==> config.mk <==
export PLATFORM = sky130hd
export DESIGN_NAME = bloom_arbiter
export DESIGN_NICKNAME = d
export VERILOG_FILES = /design/src/rtl/bloom_arbiter.sv
export SDC_FILE = /design/constraint.sdc
export NUM_CORES = 1
export LEC_CHECK = 0
export CORE_AREA = 5 5 173 175
export CTS_CLUSTER_SIZE = 12
export DETAILED_ROUTE_END_ITERATION = 16
export DIE_AREA = 0 0 178 180
export PLACE_DENSITY = 0.61
export SLEW_MARGIN = 20
export SYNTH_ARGS = -nofsm -noshare
export SYNTH_HDL_FRONTEND = slang
export SYNTH_SLANG_ARGS = --single-unit
==> constraint.sdc <==
create_clock -name clk -period 2.15 [get_ports clk]
set_input_delay 0.43 -clock clk [delete_from_list [all_inputs] [get_ports clk]]
set_output_delay 0.43 -clock clk [all_outputs]
set_load 0.1 [all_outputs]
==> src/rtl/bloom_arbiter.sv <==
// bloom_arbiter: arbitrates two lookup ports and one insert (cfg) port onto a
// shared hash engine and a 1-bit bloom BRAM, one operation in flight.
// Optional hash watchdog is compiled in with `define BLOOM_ARB_TIMEOUT_EN.
module bloom_arbiter #(
   parameter int ADDR_W       = 10,
   parameter int HASH_TIMEOUT = 64
) (
   input  logic              clk,
   input  logic              rst_n,
   input  logic [1:0]        req_valid,
   input  logic [103:0]      req_key0,
   input  logic [103:0]      req_key1,
   output logic [1:0]        req_ready,
   output logic [1:0]        rsp_valid,
   output logic              rsp_hit,
   output logic              rsp_err,
   input  logic [1:0]        rsp_ready,
   input  logic              cfg_valid,
   input  logic [103:0]      cfg_key,
   output logic              cfg_ready,
   output logic              cfg_err,
   output logic              hash_start,
   output logic [103:0]      hash_key,
   input  logic              hash_valid,
   input  logic [ADDR_W-1:0] hash_idx,
   output logic              bram_en,
   output logic              bram_we,
   output logic [ADDR_W-1:0] bram_addr,
   output logic              bram_wdata,
   input  logic              bram_rdata,
   output logic              busy
);

   // Wide enough to hold HASH_TIMEOUT, so the saturated value never aliases 0.
   localparam int CNT_W = $clog2(HASH_TIMEOUT + 1);

   typedef enum logic [2:0] {IDLE, HASH, MEM, LATCH, RESP} state_t;

   state_t            state_q, state_d;
   logic [103:0]      key_q;
   logic [ADDR_W-1:0] idx_q;
   logic              op_cfg_q;    // current operation is an insert
   logic              owner_q;     // lookup port that owns the response
   logic              rr_last_q;   // port granted by the last lookup accept
   logic              hit_q;
   logic [CNT_W-1:0]  cnt_q;       // HASH cycles elapsed, 0 in the start cycle
   logic              grant_cfg, grant_req, grant_port;
   logic              hash_first, hash_done;

   assign hash_first = (cnt_q == '0);
   assign hash_done  = (state_q == HASH) && !hash_first && hash_valid;
   assign hash_key   = key_q;
   assign rsp_hit    = hit_q;

`ifdef BLOOM_ARB_TIMEOUT_EN
   localparam logic [CNT_W-1:0] CNT_LAST = CNT_W'(HASH_TIMEOUT - 1);
   logic hash_expired;
   logic err_q, cfg_err_q;

   // A real hash result in the last allowed cycle still wins over the watchdog.
   assign hash_expired = (state_q == HASH) && !hash_done && (cnt_q == CNT_LAST);
   assign rsp_err      = err_q;
   assign cfg_err      = cfg_err_q;

   // Watchdog flags: sticky lookup error until the next lookup accept, one-cycle insert abort.
   always_ff @(posedge clk) begin
      if (!rst_n) begin
         err_q     <= 1'b0;
         cfg_err_q <= 1'b0;
      end else begin
         cfg_err_q <= hash_expired && op_cfg_q;
         if (hash_expired && !op_cfg_q)
            err_q <= 1'b1;
         else if (grant_req)
            err_q <= 1'b0;
      end
   end
`else
   assign rsp_err = 1'b0;
   assign cfg_err = 1'b0;
`endif

   // State register.
   always_ff @(posedge clk) begin
      // NOTE: registers use <= so every flop samples pre-edge values, independent of statement order.
      if (!rst_n) state_q <= IDLE;
      else        state_q <= state_d;
   end

   // Next-state, grant and datapath-control decode.
   always_comb begin
      // NOTE: every signal written here is defaulted first so no path leaves it unassigned (no latch).
      state_d    = state_q;
      req_ready  = 2'b00;
      cfg_ready  = 1'b0;
      grant_cfg  = 1'b0;
      grant_req  = 1'b0;
      grant_port = 1'b0;
      hash_start = 1'b0;
      bram_en    = 1'b0;
      bram_we    = 1'b0;
      bram_wdata = 1'b0;
      bram_addr  = '0;
      rsp_valid  = 2'b00;
      busy       = (state_q != IDLE);
      unique case (state_q)
         IDLE: begin
            if (rst_n) begin
               if (cfg_valid) begin
                  cfg_ready = 1'b1;
                  grant_cfg = 1'b1;
                  state_d   = HASH;
               end else if (req_valid != 2'b00) begin
                  grant_port = (req_valid == 2'b11) ? ~rr_last_q : req_valid[1];
                  req_ready  = grant_port ? 2'b10 : 2'b01;
                  grant_req  = 1'b1;
                  state_d    = HASH;
               end
            end
         end
         HASH: begin
            hash_start = hash_first;
            if (hash_done) state_d = MEM;
`ifdef BLOOM_ARB_TIMEOUT_EN
            else if (hash_expired) state_d = op_cfg_q ? IDLE : RESP;
`endif
         end
         MEM: begin
            bram_en    = 1'b1;
            bram_we    = op_cfg_q;
            bram_wdata = op_cfg_q;
            bram_addr  = idx_q;
            state_d    = op_cfg_q ? IDLE : LATCH;
         end
         LATCH: state_d = RESP;
         RESP: begin
            rsp_valid = owner_q ? 2'b10 : 2'b01;
            if (rsp_ready[owner_q]) state_d = IDLE;
         end
         default: state_d = IDLE;
      endcase
   end

   // Operation context: key, owner, round-robin pointer, hash index, hit, HASH cycle count.
   always_ff @(posedge clk) begin
      if (!rst_n) begin
         key_q     <= '0;
         idx_q     <= '0;
         op_cfg_q  <= 1'b0;
         owner_q   <= 1'b0;
         rr_last_q <= 1'b1;
         hit_q     <= 1'b0;
         cnt_q     <= '0;
      end else begin
         if (grant_cfg) begin
            key_q    <= cfg_key;
            op_cfg_q <= 1'b1;
            cnt_q    <= '0;
         end else if (grant_req) begin
            key_q     <= grant_port ? req_key1 : req_key0;
            op_cfg_q  <= 1'b0;
            owner_q   <= grant_port;
            rr_last_q <= grant_port;
            cnt_q     <= '0;
         end else if (state_q == HASH && cnt_q != '1) begin
            cnt_q <= cnt_q + CNT_W'(1);
         end
         if (hash_done)        idx_q <= hash_idx;
         if (state_q == LATCH) hit_q <= bram_rdata;
`ifdef BLOOM_ARB_TIMEOUT_EN
         if (hash_expired && !op_cfg_q) hit_q <= 1'b0;
`endif
      end
   end

endmodule

==> results.cfg, run 1 <==
[status]
status = finished clean

[sta]
fmax_ghz = 0.474
fin_tns_setup_ps = 0
setup_violations = 0
fin_crit_sh_pct = 98.1
slew_headroom_pct = 62.8
slew_violations = 0
min_period_ps = 2110
finClkSkew_ps = 7.69
layout_setup_ws_ps = 40.8
rsz0062_at_grt = yes
hold_violations = 0
tightest_slew_ps = 551

[floorplanning]
initial_core_util_pct = 23.4
core_um2 = 28300
die_w_um = 178
dieArea_um2 = 32000
fp.dieH_um = 180
boundaryPins = 458
fp-row-count = 62

[power]
ir_drop_uv = 472
power.density_nw_per_um2 = 921
finalPower_mw = 11.8
p_leak_nw = 4.95

[layout]
nFillCells = 2738
n_antenna_cell = 0
area_growth_pct = 93.5
fin_nets = 1552
drive_gt1_share_pct = 21.3
stdcell_count = 1616

[critical_path]
startpoint_type = flip-flop
r2r_end = hash_key[6]
arrival_ps = 1680
worstSetupStartpoint = state_q[0]
required_ps = 1720
rr_worst_depth = 7
endpoint = bram_wdata
r2r_setup_slack_ps = 250
cp_max_fo = 7
reg2reg_from = state_q[0]
end_kind = output pin
path_class = reg -> out

[global_route]
grt_pass1_vias = 7877
overflow = 0
grt_pass1_wl_um = 46200
antenna_found_initial = 1
grt_usage_pct = 18.5
grt_start_max_net_pins = 73

[route]
drt_wl_total_um = 31300
drc = 0
drtPass1Iterations = 5
vias_per_cell = 4.75
dr_total_vias = 7680
wl_per_cell_um = 19.3
drtIter0Drc = 375
drt.antenna.violating_nets = 0

[synthesis]
netlist_top_cells_area = dfxtp_1, mux2i_1, a211oi_1
synth_top_area_share_pct = 38.7
yosysWarningCount = 0
synth-async-reset-ratio_pct = 0
syn_avg_cell_area_um2 = 8.77
synth_edf_count = 0
ys_seq_elements = 128
synthCells = 755
yosysUniqueCellTypes = 42
synth.largest_area_cell = dfxtp_1
syn_area_um2 = 6620
yosysSeqAreaShare_pct = 38.7
yosys_most_used_dff = dfxtp_1

[place]
placed_cells = 1569
dp_hpwl_um = 23600
preCtsSetupSlack_ps = -215
io_buffers = 455
place_congestion = 0.822

[cts]
clk_pin_slew_ps = 60
cts_tree = built
ctsRootBufferMaster = clkbuf_16
clock_path_buffers = 2
cts_sinks = 128
htree_levels = 4
numCtsBuffers = 17
clock_latency_ps = 410

[hold_path]
hold_class = reg -> reg

[flow_run]
drv_cap = 0
critical path: stages (launching register included):
cell,delay [ps]
dfxtp_4,360
buf_6,130
nor3b_4,230
buf_6,170
and2_4,190
buf_12,180
how the worst min path moves through the flow:
stage,start,to,slack [ps],cells after the start
4_1_cts,idx_q[0],idx_q[0],460,2
3_5_place_dp,idx_q[3],idx_q[3],450,2
6_report,idx_q[0],idx_q[0],460,2
3_3_place_gp,idx_q[9],idx_q[9],440,2
5_1_grt,rst_n,rr_last_q,470,3
2_1_floorplan,idx_q[9],idx_q[9],430,2
sequential cells by signal (all words and copies together), names as in the netlist:
name and cells:
hash_key 104, owner_q 1, rsp_hit 1, cnt_q 7, rr_last_q 1, state_q 3
idx_q 10, op_cfg_q 1
kinds of logic (layout without fill, tap and decap cells):
family | Yosys count | in the layout | synth area share [%]
compound gates | 340 | 340 | 30.6
flops | 128 | 128 | 38.7
mux | 119 | 119 | 18.0
buf+inv | 91 | 567 | 6.12
simple gates | 74 | 74 | 6.20
fa+ha+maj | 2 | 2 | 0.378
other cells | 1 | 2 | 0.0566
per-stage QoR:
stage	hold slack, ps	utilization (%)	cell area (µm²)
finish	459	45.3	12800
global route	472	45.3	12800
CTS	459	45.1	12800
detailed placement	446	42.1	11900
global placement	439	42.1	11900
floorplan	430	-	6710
final cells by class:
class / instances / area, µm² / share of cell area [%]
clock inverters: 12 / 208 / 1.62
flip-flops and latches: 128 / 2570 / 20.1
repair buffers: 529 / 5300 / 41.3
inverters: 6 / 22.5 / 0.176
clock buffers: 20 / 447 / 3.48
well taps: 384 / 480 / 3.75
multi-input cells: 537 / 3790 / 29.6
where the power goes:
part	switching, mW	internal, mW	leakage (nW)
sequential	0.208	2.74	1.06
clock	1.17	2.10	0.307
combinational	3.82	1.76	3.58
total	5.20	6.60	4.95
synthesized netlist by cell type (3+ instances only):
master	n
buf_2	20
nand3_1	3
a211oi_1	107
nor2b_1	4
nor2_1	7
inv_1	5
mux2i_1	119
buf_4	10
clkbuf_1	52
dfxtp_1	128
a21oi_1	108
a21boi_0	4
and3_1	4
o21ai_1	8
nand2_1	27
nor4_1	3
o21ai_0	101
and2_1	12
o211ai_1	5
what timing repair did:
item,4_1_cts,5_1_grt
buffers inserted,11,1
resized for setup,21,8
endpoints found under the setup margin,16,13
cloned,3,0
pin swaps,3,2
hold buffers,0,0
routing by layer:
metal	GRT usage (%)	part of all wire [%]	vias up
met3	4.75	7.0	40
li1	-	-	3758
met5	0	0	-
met4	5.88	2.4	0
met2	32.4	50	304
met1	22.0	41	3578
layout by cell type (no fill, tap or decap), drive strengths merged, types with 2 or more instances in the layout:
cell / count
clkbuf: 20
clkinvlp: 3
nand3b: 2
dfxtp: 128
a21oi: 108
bufbuf: 2
dlygate4sd2: 2
nand3: 3
nand2: 27
o21ai: 109
inv: 7
and3: 4
clkdlybuf4s50: 327
nor2b: 4
nor3: 3
conb: 2
nor2: 7
buf: 198
o211ai: 5
bufinv: 5
a211oi: 109
or3: 2
ha: 2
nor4: 3
mux2i: 119
a21boi: 4
and2: 12
clkinv: 3
Note: power is estimated with default switching activity, not from simulation.
==> run 2: changes to the inputs <==
==> constraint.sdc (replaced) <==
create_clock -name clk -period 2.15 [get_ports clk]
set_input_delay 0.215 -clock clk [delete_from_list [all_inputs] [get_ports clk]]
set_output_delay 0.215 -clock clk [all_outputs]
set_load 0.1 [all_outputs]
==> run 2 against run 1 <==
Non-clock buffer count down 44. Global-route usage down 0.69 points. Utilization down 1.5 points. Die area unchanged.
==> results.cfg, run 2 (synthesis results as in run 1) <==
[place]
preCtsSetupSlack_ps = 71.9
placed_area_um2 = 11600
io_buffers = 455
place_congestion = 0.806
dp_hpwl_um = 22400

[sta]
min_period_ps = 2070
fin_crit_sh_pct = 96.1
tightest_slew_ps = 670
slew_headroom_pct = 54.7
slew_violations = 0
layout_setup_ws_ps = 83.1
setup_violations = 0
finClkSkew_ps = 12.6
fmax_ghz = 0.484
hold_violations = 0

[critical_path]
cp_max_fo = 27
arrival_ps = 1850
required_ps = 1930
startpoint_type = flip-flop
rr_worst_depth = 5
path_class = reg -> out
end_kind = output pin

[layout]
nFillCells = 2783
largest_reg_flops = 104
multi_input_area_um2 = 3730
fin_area_um2 = 12400
register_area_um2 = 2570
area_growth_pct = 87.1
fin_nets = 1508
drive_gt1_share_pct = 17.8
mostFrequentLayoutCell = clkdlybuf4s50_1
final_cell_mix = clkdlybuf4s50_1, dfxtp_1, mux2i_1, buf_4, a21oi_1

[route]
drt_wl_total_um = 30800
vias_per_cell = 4.78
drc = 0
drtPass1Iterations = 5
dr_total_vias = 7525
wl_per_cell_um = 19.6
drtIter0Drc = 305
drt.antenna.violating_nets = 0

[cts]
clock_latency_ps = 420
htree_levels = 4
cts_tree = built
cts_hold_buf = 0
clk_pin_slew_ps = 60
clock_path_buffers = 2
cts_sinks = 128
numCtsBuffers = 17
ctsRootBufferMaster = clkbuf_16

[status]
status = finished clean

[flow_run]
drv_cap = 0

[floorplanning]
boundaryPins = 458
fp.dieH_um = 180
initial_core_util_pct = 23.4
dieArea_um2 = 32000
die_w_um = 178
fp-row-count = 62
core_um2 = 28300

[global_route]
grt_pass1_wl_um = 44900
grt_pass1_vias = 7564
grt_start_max_net_pins = 72
grt_usage_pct = 17.8
antenna_found_initial = 2
overflow = 0

[power]
ir_drop_uv = 442
p_leak_nw = 4.69
power.density_nw_per_um2 = 938
finalPower_mw = 11.6

[hold_path]
whs_path_depth = 3
hold_class = in -> reg
[run 2: what timing repair did]
action                     in CTS  in global routing
gates cloned                    1                  1
resized for setup               3                  3
setup endpoints to repair       5                  3
setup buffers                   1                  2
hold endpoints to repair        0                  0
pin swaps                       1                  1
[run 2: metrics by stage]
step	utilization [%]	cells	TNS, ps	hold slack [ps]
after floorplan	-	756	-317	357
after global placement	41.1	1535	0	438
after detailed placement	41.1	1535	0	443
after CTS	43.6	1569	0	277
after global routing	43.8	1574	-10.4	289
final	43.8	1574	0	288
[run 2: power breakdown]
| group | switching, mW | total, mW | internal [mW] |
|---|---|---|---|
| clock | 1.18 | 3.28 | 2.10 |
| combinational | 3.77 | 5.38 | 1.61 |
| sequential | 0.228 | 2.97 | 2.74 |
[run 2: layer usage]
layer	track usage [%]	part of all wire (%)
met3	5.69	7.9
met1	21.6	41
met5	0	0
met2	29.9	48
met4	5.54	2.3
[run 2: cell type report]
cell class	instances	share of cell area, %
Clock inverter	12	1.68
Tap cell	384	3.88
Inverter	6	0.182
Multi-Input combinational cell	537	30.1
Antenna cell	2	0.0404
Clock buffer	20	3.60
Timing Repair Buffer	485	39.8
Sequential cell	128	20.7
[run 2: worst max-delay path, cell delays in order, from the launching register on]
cell and delay, ps:
dfxtp_2 390, nor3_4 270, buf_4 160, clkbuf_16 210
and3_2 230, buf_12 170
[run 2: path summary, 6_finish.rpt]
kind                        to        from  slack, ps
hold / removal       rr_last_q       rst_n        290
setup / recovery     cfg_ready  state_q[2]         80
hold reg to reg       idx_q[8]    idx_q[8]        450
setup reg to reg  hash_key[53]  state_q[2]        370
==> run 3: changes to the inputs <==
- GPL_ROUTABILITY_DRIVEN: unset -> 0
==> results of run 3 <==
The final DEF is identical to that of run 2; final timing and power are the same.
